$ cat src/rtl/vector_check_engine_pkg.sv
// Shared types and constants for the vector check engine.
// Holds the FSM state encoding and the latency ceiling.
package vector_check_engine_pkg;

  typedef enum logic [1:0] {
    IDLE,
    RUN,
    DRAIN,
    DONE
  } state_t;

  localparam int LAT_MAX = 7;

  // Width of a counter able to hold 0..LAT_MAX.
  localparam int DRAIN_W = $clog2(LAT_MAX + 1);

endpackage

$ cat src/rtl/vector_check_engine_delay.sv
// vcheck_delay: LAT-stage {valid, index} shift register.
// Ports: clk, rst_n, flush, in_valid/in_idx -> out_valid/out_idx.
module vcheck_delay
  import vector_check_engine_pkg::*;
#(
  parameter int WIDTH = 5,
  parameter int LAT   = 0
) (
  input  logic             clk,
  input  logic             rst_n,
  input  logic             flush,
  input  logic             in_valid,
  input  logic [WIDTH-1:0] in_idx,
  output logic             out_valid,
  output logic [WIDTH-1:0] out_idx
);

  if (LAT == 0) begin : g_wire
    // No storage at zero latency; clock and
    // clears have nothing to act on.
    logic unused_ok;
    assign unused_ok = ^{clk, rst_n, flush};

    assign out_valid = in_valid;
    assign out_idx   = in_idx;
  end else begin : g_pipe
    logic [LAT-1:0]   v_q;
    logic [WIDTH-1:0] idx_q [LAT];

    always_ff @(posedge clk) begin
      if (!rst_n || flush) begin
        v_q <= '0;
        for (int i = 0; i < LAT; i++) begin
          idx_q[i] <= '0;
        end
      end else begin
        v_q[0]   <= in_valid;
        idx_q[0] <= in_idx;
        for (int i = 1; i < LAT; i++) begin
          v_q[i]   <= v_q[i-1];
          idx_q[i] <= idx_q[i-1];
        end
      end
    end

    assign out_valid = v_q[LAT-1];
    assign out_idx   = idx_q[LAT-1];
  end

endmodule

$ cat src/rtl/vector_check_engine.sv
// Exhaustive stimulus sweep comparing a model under test
// against a golden model; reports count and first failure.
// Ports: clk, rst_n, start in; vec out to both models;
// q_m/a_m responses in; busy, done, pass, err_cnt,
// first_fail, fail_valid status out.
module vector_check_engine
  import vector_check_engine_pkg::*;
#(
  parameter int WIDTH        = 5,
  parameter int OUT_W        = 1,
  parameter int LAT          = 0,
  parameter int STOP_ON_FAIL = 0
) (
  input  logic             clk,
  input  logic             rst_n,
  input  logic             start,
  output logic [WIDTH-1:0] vec,
  input  logic [OUT_W-1:0] q_m,
  input  logic [OUT_W-1:0] a_m,
  output logic             busy,
  output logic             done,
  output logic             pass,
  output logic [WIDTH:0]   err_cnt,
  output logic [WIDTH-1:0] first_fail,
  output logic             fail_valid
);

  localparam logic [WIDTH-1:0] VEC_MAX = '1;

  localparam logic [DRAIN_W-1:0] DRAIN_INIT =
    DRAIN_W'((LAT > 0) ? LAT - 1 : 0);

  state_t             state;
  logic [DRAIN_W-1:0] drain_cnt;

  logic             cmp_valid;
  logic [WIDTH-1:0] cmp_idx;
  logic             hit;
  logic             stop;
  logic [WIDTH:0]   err_nxt;

  assign hit  = cmp_valid && (q_m != a_m);
  assign stop = hit && (STOP_ON_FAIL != 0);

  assign err_nxt =
    err_cnt + {{WIDTH{1'b0}}, hit};

  // Each vector enters the delay line the cycle it is
  // driven and pops out when its responses are valid.
  vcheck_delay #(
    .WIDTH (WIDTH),
    .LAT   (LAT)
  ) u_delay (
    .clk       (clk),
    .rst_n     (rst_n),
    .flush     (stop),
    .in_valid  (state == RUN),
    .in_idx    (vec),
    .out_valid (cmp_valid),
    .out_idx   (cmp_idx)
  );

  always_ff @(posedge clk) begin
    if (!rst_n) begin
      state      <= IDLE;
      drain_cnt  <= '0;
      vec        <= '0;
      busy       <= 1'b0;
      done       <= 1'b0;
      pass       <= 1'b0;
      err_cnt    <= '0;
      first_fail <= '0;
      fail_valid <= 1'b0;
    end else begin
      done <= 1'b0;

      if (hit) begin
        err_cnt <= err_nxt;
        if (!fail_valid) begin
          first_fail <= cmp_idx;
          fail_valid <= 1'b1;
        end
      end

      unique case (state)
        IDLE: begin
          if (start) begin
            state      <= RUN;
            vec        <= '0;
            busy       <= 1'b1;
            pass       <= 1'b0;
            err_cnt    <= '0;
            fail_valid <= 1'b0;
          end
        end

        RUN: begin
          if (stop) begin
            // vec stays on the failing vector.
            state <= DONE;
            busy  <= 1'b0;
            done  <= 1'b1;
            pass  <= 1'b0;
          end else if (vec == VEC_MAX) begin
            if (LAT > 0) begin
              state     <= DRAIN;
              drain_cnt <= DRAIN_INIT;
            end else begin
              state <= DONE;
              busy  <= 1'b0;
              done  <= 1'b1;
              pass  <= (err_nxt == '0);
            end
          end else begin
            vec <= vec + WIDTH'(1);
          end
        end

        DRAIN: begin
          if (stop || drain_cnt == '0) begin
            state <= DONE;
            busy  <= 1'b0;
            done  <= 1'b1;
            pass  <= (err_nxt == '0);
          end else begin
            drain_cnt <= drain_cnt - DRAIN_W'(1);
          end
        end

        DONE: begin
          state <= IDLE;
        end

        default: begin
          state <= IDLE;
          busy  <= 1'b0;
        end
      endcase
    end
  end

endmodule

$ cat config.mk
export PLATFORM = sky130hd
export DESIGN_NAME = vector_check_engine
export DESIGN_NICKNAME = d
export VERILOG_FILES = /design/src/rtl/vector_check_engine_pkg.sv /design/src/rtl/vector_check_engine_delay.sv /design/src/rtl/vector_check_engine.sv
export SDC_FILE = /design/constraint.sdc
export NUM_CORES = 1
export LEC_CHECK = 0
export ABC_AREA = 0
export CAP_MARGIN = 15
export CORE_ASPECT_RATIO = 0.5
export CORE_MARGIN = 2
export CORE_UTILIZATION = 41
export DETAILED_ROUTE_END_ITERATION = 16
export PLACE_DENSITY = 0.7
export SYNTH_ARGS = -nofsm -noshare
export SYNTH_HDL_FRONTEND = slang
export SYNTH_HIERARCHICAL = 1
export SYNTH_SLANG_ARGS = --single-unit
$ cat constraint.sdc
create_clock -name clk -period 2.5 [get_ports clk]
set_input_delay 0.625 -clock clk [delete_from_list [all_inputs] [get_ports clk]]
set_output_delay 0.625 -clock clk [all_outputs]
set_load 0.02 [all_outputs]
# After elaboration in Yosys (flattened, before gate mapping)
# Cells that the tools add are included.
word_totals:
  reg_bits: 25
  input_bits: 5
  word_cells: 58
op_classes:
  add_sub_neg: 3
  n_eq_ne: 9
  muxes: 24
  bitwise: 2
  n_reduce_logical: 11
op_table:
  columns: ["op", "n"]
  rows:
  - ["$mux W6", 3]
  - ["$mux W1", 11]
  - ["$mux W5", 2]
  - ["$pmux W5 S2", 1]
  - ["$pmux W2 S4", 1]
  - ["$add A6 B1 Y6", 1]
  - ["$logic_not A6 Y1", 1]
  - ["$mux W2", 3]
  - ["$ne A2 B2 Y1 const B", 3]
  - ["$pmux W1 S3", 2]
  - ["$reduce_and A3 Y1", 2]
  - ["$add A5 B1 Y5 const B", 1]
  - ["$eq A5 B5 Y1 const B", 1]
  - ["$eq A2 B2 Y1 const B", 2]
  - ["$reduce_and A2 Y1", 2]
  - ["$reduce_and A4 Y1", 1]
  - ["$logic_not A3 Y1", 1]
  - ["$reduce_bool A3 Y1", 1]
  - ["$sub A3 B1 Y3 const B", 1]
  - ["$eq A2 B1 Y1 const B", 1]
  - ["$logic_not A2 Y1", 1]
  - ["$ne A2 B1 Y1 const B", 1]
  - ["$not A1 Y1", 2]
  - ["$pmux W1 S2", 1]
  - ["3 further kinds", 3]

# Logic depth before layout (Yosys ltp)
logic_depth:
  word_depth: 6
  depth_mapped: 10
  mapped_depth_nobuf: 9

# Hierarchy
# Netlist, hierarchy kept.
by_module_without_submodules:
  columns: ["mod", "n_inst", "cells_per_inst", "area_per_inst_um2", "seq_area_each_um2"]
  rows:
  - ["vector_check_engine", 1, 130, 1197.4, 500.5]
  - ["vcheck_delay", 1, 6, 45.0, 0.0]

# Least setup slack after synthesis
# No wires, ideal clock.
synth_path:
  path_kind: "input port to flip-flop"
  from: "in a_m"
  to: "reg pass"
  t_arrival_ns: 2.020
  slack_ns: 0.404
  path_stages: 7
  n_path_buf: 0
  cell_sequence: "xor2_1 and2_1 ha_1 ha_1 nor4_1 nand4_1 o21ai_0"
synth_between:
  elab_chain_len: 6
  elab_cells_between_ends: 7
synth_rtl:
  columns: ["item", "line_no", "rtl"]
  rows:
  - ["start, declared", "vector_check_engine.sv:19", "input logic [OUT_W-1:0] a_m,"]
  - ["$ne A1 B1 Y1 (*)", "vector_check_engine.sv:42", "assign hit = cmp_valid && (q_m != a_m);"]
  - ["$logic_and A1 B1 Y1 (*)", "vector_check_engine.sv:42", null]
  - ["$add A6 B1 Y6 (*)", "vector_check_engine.sv:46", "err_cnt + {{WIDTH{1'b0}}, hit};"]
  - ["$logic_not A6 Y1 (*)", "vector_check_engine.sv:112, vector_check_engine.sv:124", null]
  - ["$mux W1 (on tied branches)", "vector_check_engine.sv:120, vector_check_engine.sv:104", null]
  - ["$pmux W1 S3 (*)", "vector_check_engine.sv:85", "unique case (state)"]
  - ["end signal, assigned", "vector_check_engine.sv:112", "pass <= (err_nxt == '0);"]
  - ["end signal, assigned", "vector_check_engine.sv:124", "pass <= (err_nxt == '0);"]
  - ["end, declared", "vector_check_engine.sv:22", "output logic pass,"]
# Every way passes the cells marked *; elsewhere a longest branch is shown, timed or not. The select of a mux whose other input is x is not followed.
# A chain may end at the register's enable or synchronous reset.

# Worst setup path in the final report
# Same ends and word-level chain as after synthesis.

==> impl_metrics.tcl <==
set metrics [dict create \
    status "completed" \
    post-cts-setup-buffers 0 \
    clock.fmax_mhz 458 \
    syn_avg_cell_area_sq_um 9.18 \
    fin_tns_setup_ns 0 \
    tightest_slew_ns 0.448 \
    wirelength_mm 2.25 \
    clock_path_buffers 2 \
    syn_inst 135 \
    p_clk_frac 0.239 \
    clk_pin_slew_ns 0.08 \
    cts_tree "built" \
    yosysWarningCount 6 \
    hp-start "fail_valid" \
    grt_usage 0.143 \
    multiInputGateArea_sq_um 663 \
    portBuffers 24 \
    floorplan.initialDensity 0.421 \
    crit_arrival_ns 2.38 \
    grt_max_degree 16 \
    period_needed_ns 2.18 \
    min_path_cells 2 \
    viasPerCell 4.82 \
    crit_path_start_kind "primary input" \
    rows 14 \
    dpl.hpwl_mm 1.73 \
    end_kind "flip-flop" \
    reg2reg_from "state[1]" \
    numCtsBuffers 3 \
    clock_latency_ns 0.27 \
    core_area_sq_um 2940 \
    num_vias 964 \
    setup_viol 0 \
    ctsHoldBuffers 0 \
    die-area_sq_um 3500 \
    area_growth_pct 25.9 \
    wl_per_cell_um 11.3 \
    fin_skew_ns 0.0109 \
    grt_pass1_wl_mm 3.82 \
    p_leak_nw 0.642 \
    min_period_over_period 0.873 \
    die_w_um 81.7 \
    hold_path_end "fail_valid" \
    syn_nets 150 \
    r2r_slack_ns 0.61 \
    rsz0062_at_grt "no" \
    r2r_end "pass" \
    drc 0 \
    crit_path_max_fanout 4 \
    drv_slew 0 \
    vdd_ir_drop_max_mv 0.283 \
    cts-resized-gates 0 \
    crit_required_ns 2.70 \
    ios 25 \
    cts-htree-levels 1 \
    hold_violations 0 \
    firstDrtPassIters 4 \
    final_nets 176 \
    p_int_mw 0.690 \
    switching_share 0.326 \
    synth_area_sq_um 1240 \
    drt_iter0_markers 56 \
    switchingPower_mw 0.334 \
    antenna_found_initial 0 \
    fillers 283 \
    overflow 0 \
    reg2reg_depth 9 \
    relSlewSlack 0.701 \
    path_class "primary input to flip-flop" \
    ant_nets 0 \
    grt_pass1_vias 886 \
    clock-sinks 25 \
    place_congestion 0.748 \
    register_area_sq_um 500 \
    power_density_nw_per_um2 657 \
    num_antenna_cells 0 \
    drive_above_1_share 0.0750 \
    crit_start "a_m" \
    sequentialPowerShare 0.447 \
    dp_worst_setup_slack_ns 0.0346 \
    fin_ws_ns 0.318 \
    drv_cap 0 \
    comb_power_share 0.314 \
    cts-root-buf "clkbuf_8" \
    worst_hold_path_type "flip-flop to flip-flop" \
    die_h_um 42.9 \
]
-- flip-flops by register name, indices dropped and copies added, names as in the netlist --
signal and flops:
err_cnt 6, first_fail 5, vec 5, drain_cnt 3
state 2, busy 1, done 1, fail_valid 1
pass 1
-- final cells by class --
class / count / share of cell area
clock buffer: 3 / 0.0265
timing repair buffer: 28 / 0.173
inverter: 7 / 0.0169
sequential: 25 / 0.321
clock inverter: 1 / 0.00482
tap: 40 / 0.0321
multi-input combinational: 96 / 0.425
-- worst max-delay path: stages --
cell and delay, ns:
clkdlybuf4s50_1 0.41, xor2_1 0.17, and2_1 0.17, ha_1 0.19
ha_1 0.24, xor2_1 0.16, nor4_1 0.17, nand4_1 0.12
o21ai_0 0.14
-- placed cells by master (no fill, tap or decap), types with 2 or more instances in the layout --
cell,instances
mux2i_1,8
xnor2_1,3
o21ai_0,3
nand2_1,7
ha_1,10
nand4_1,3
buf_4,4
a211oi_1,3
inv_1,7
xor2_1,8
clkbuf_8,3
nand3_1,4
dfxtp_1,25
nand3b_1,2
a22oi_1,2
clkdlybuf4s50_1,24
a21oi_1,4
and2_1,3
and3_1,4
nor2_1,21
-- metrics by stage --
stage | cells | hold slack (ns) | instance area [sq um] | utilization | power, mW
after detailed placement | 196 | 0.477 | 1510 | 0.513 | 0.791
final | 200 | 0.492 | 1560 | 0.530 | 1.02
after floorplan | 135 | 0.478 | 1240 | - | 0.683
after CTS | 200 | 0.498 | 1560 | 0.530 | 1.04
after global placement | 196 | 0.475 | 1510 | 0.513 | 0.787
after global routing | 200 | 0.533 | 1560 | 0.530 | 1.09
-- power by group through the flow --
stage / sequential, mW / combinational, mW / clock (mW)
CTS: 0.458 / 0.325 / 0.254
global placement: 0.467 / 0.320 / 0
global route: 0.462 / 0.356 / 0.270
floorplan: 0.492 / 0.191 / 0
finish: 0.458 / 0.321 / 0.245
detailed placement: 0.467 / 0.323 / 0
-- metal layers --
metal / wire length (um) / vias up / GRT usage / part of all wire
li1: - / 507 / - / -
met1: 1170 / 442 / 0.178 / 0.52
met2: 994 / 13 / 0.234 / 0.44
met3: 75 / 2 / 0.0511 / 0.033
met4: 16 / 0 / 0.0400 / 0.0071
met5: 0 / - / 0 / 0
-- worst max-delay path by stage --
stage	to	slack [ns]	cells after the start
floorplan	pass	0.40	7
global placement	pass	0.08	9
detailed placement	pass	0.03	9
CTS	pass	0.31	9
global route	pass	0.18	9
finish	pass	0.32	9
No activity file was read; power rests on OpenSTA's default activity.
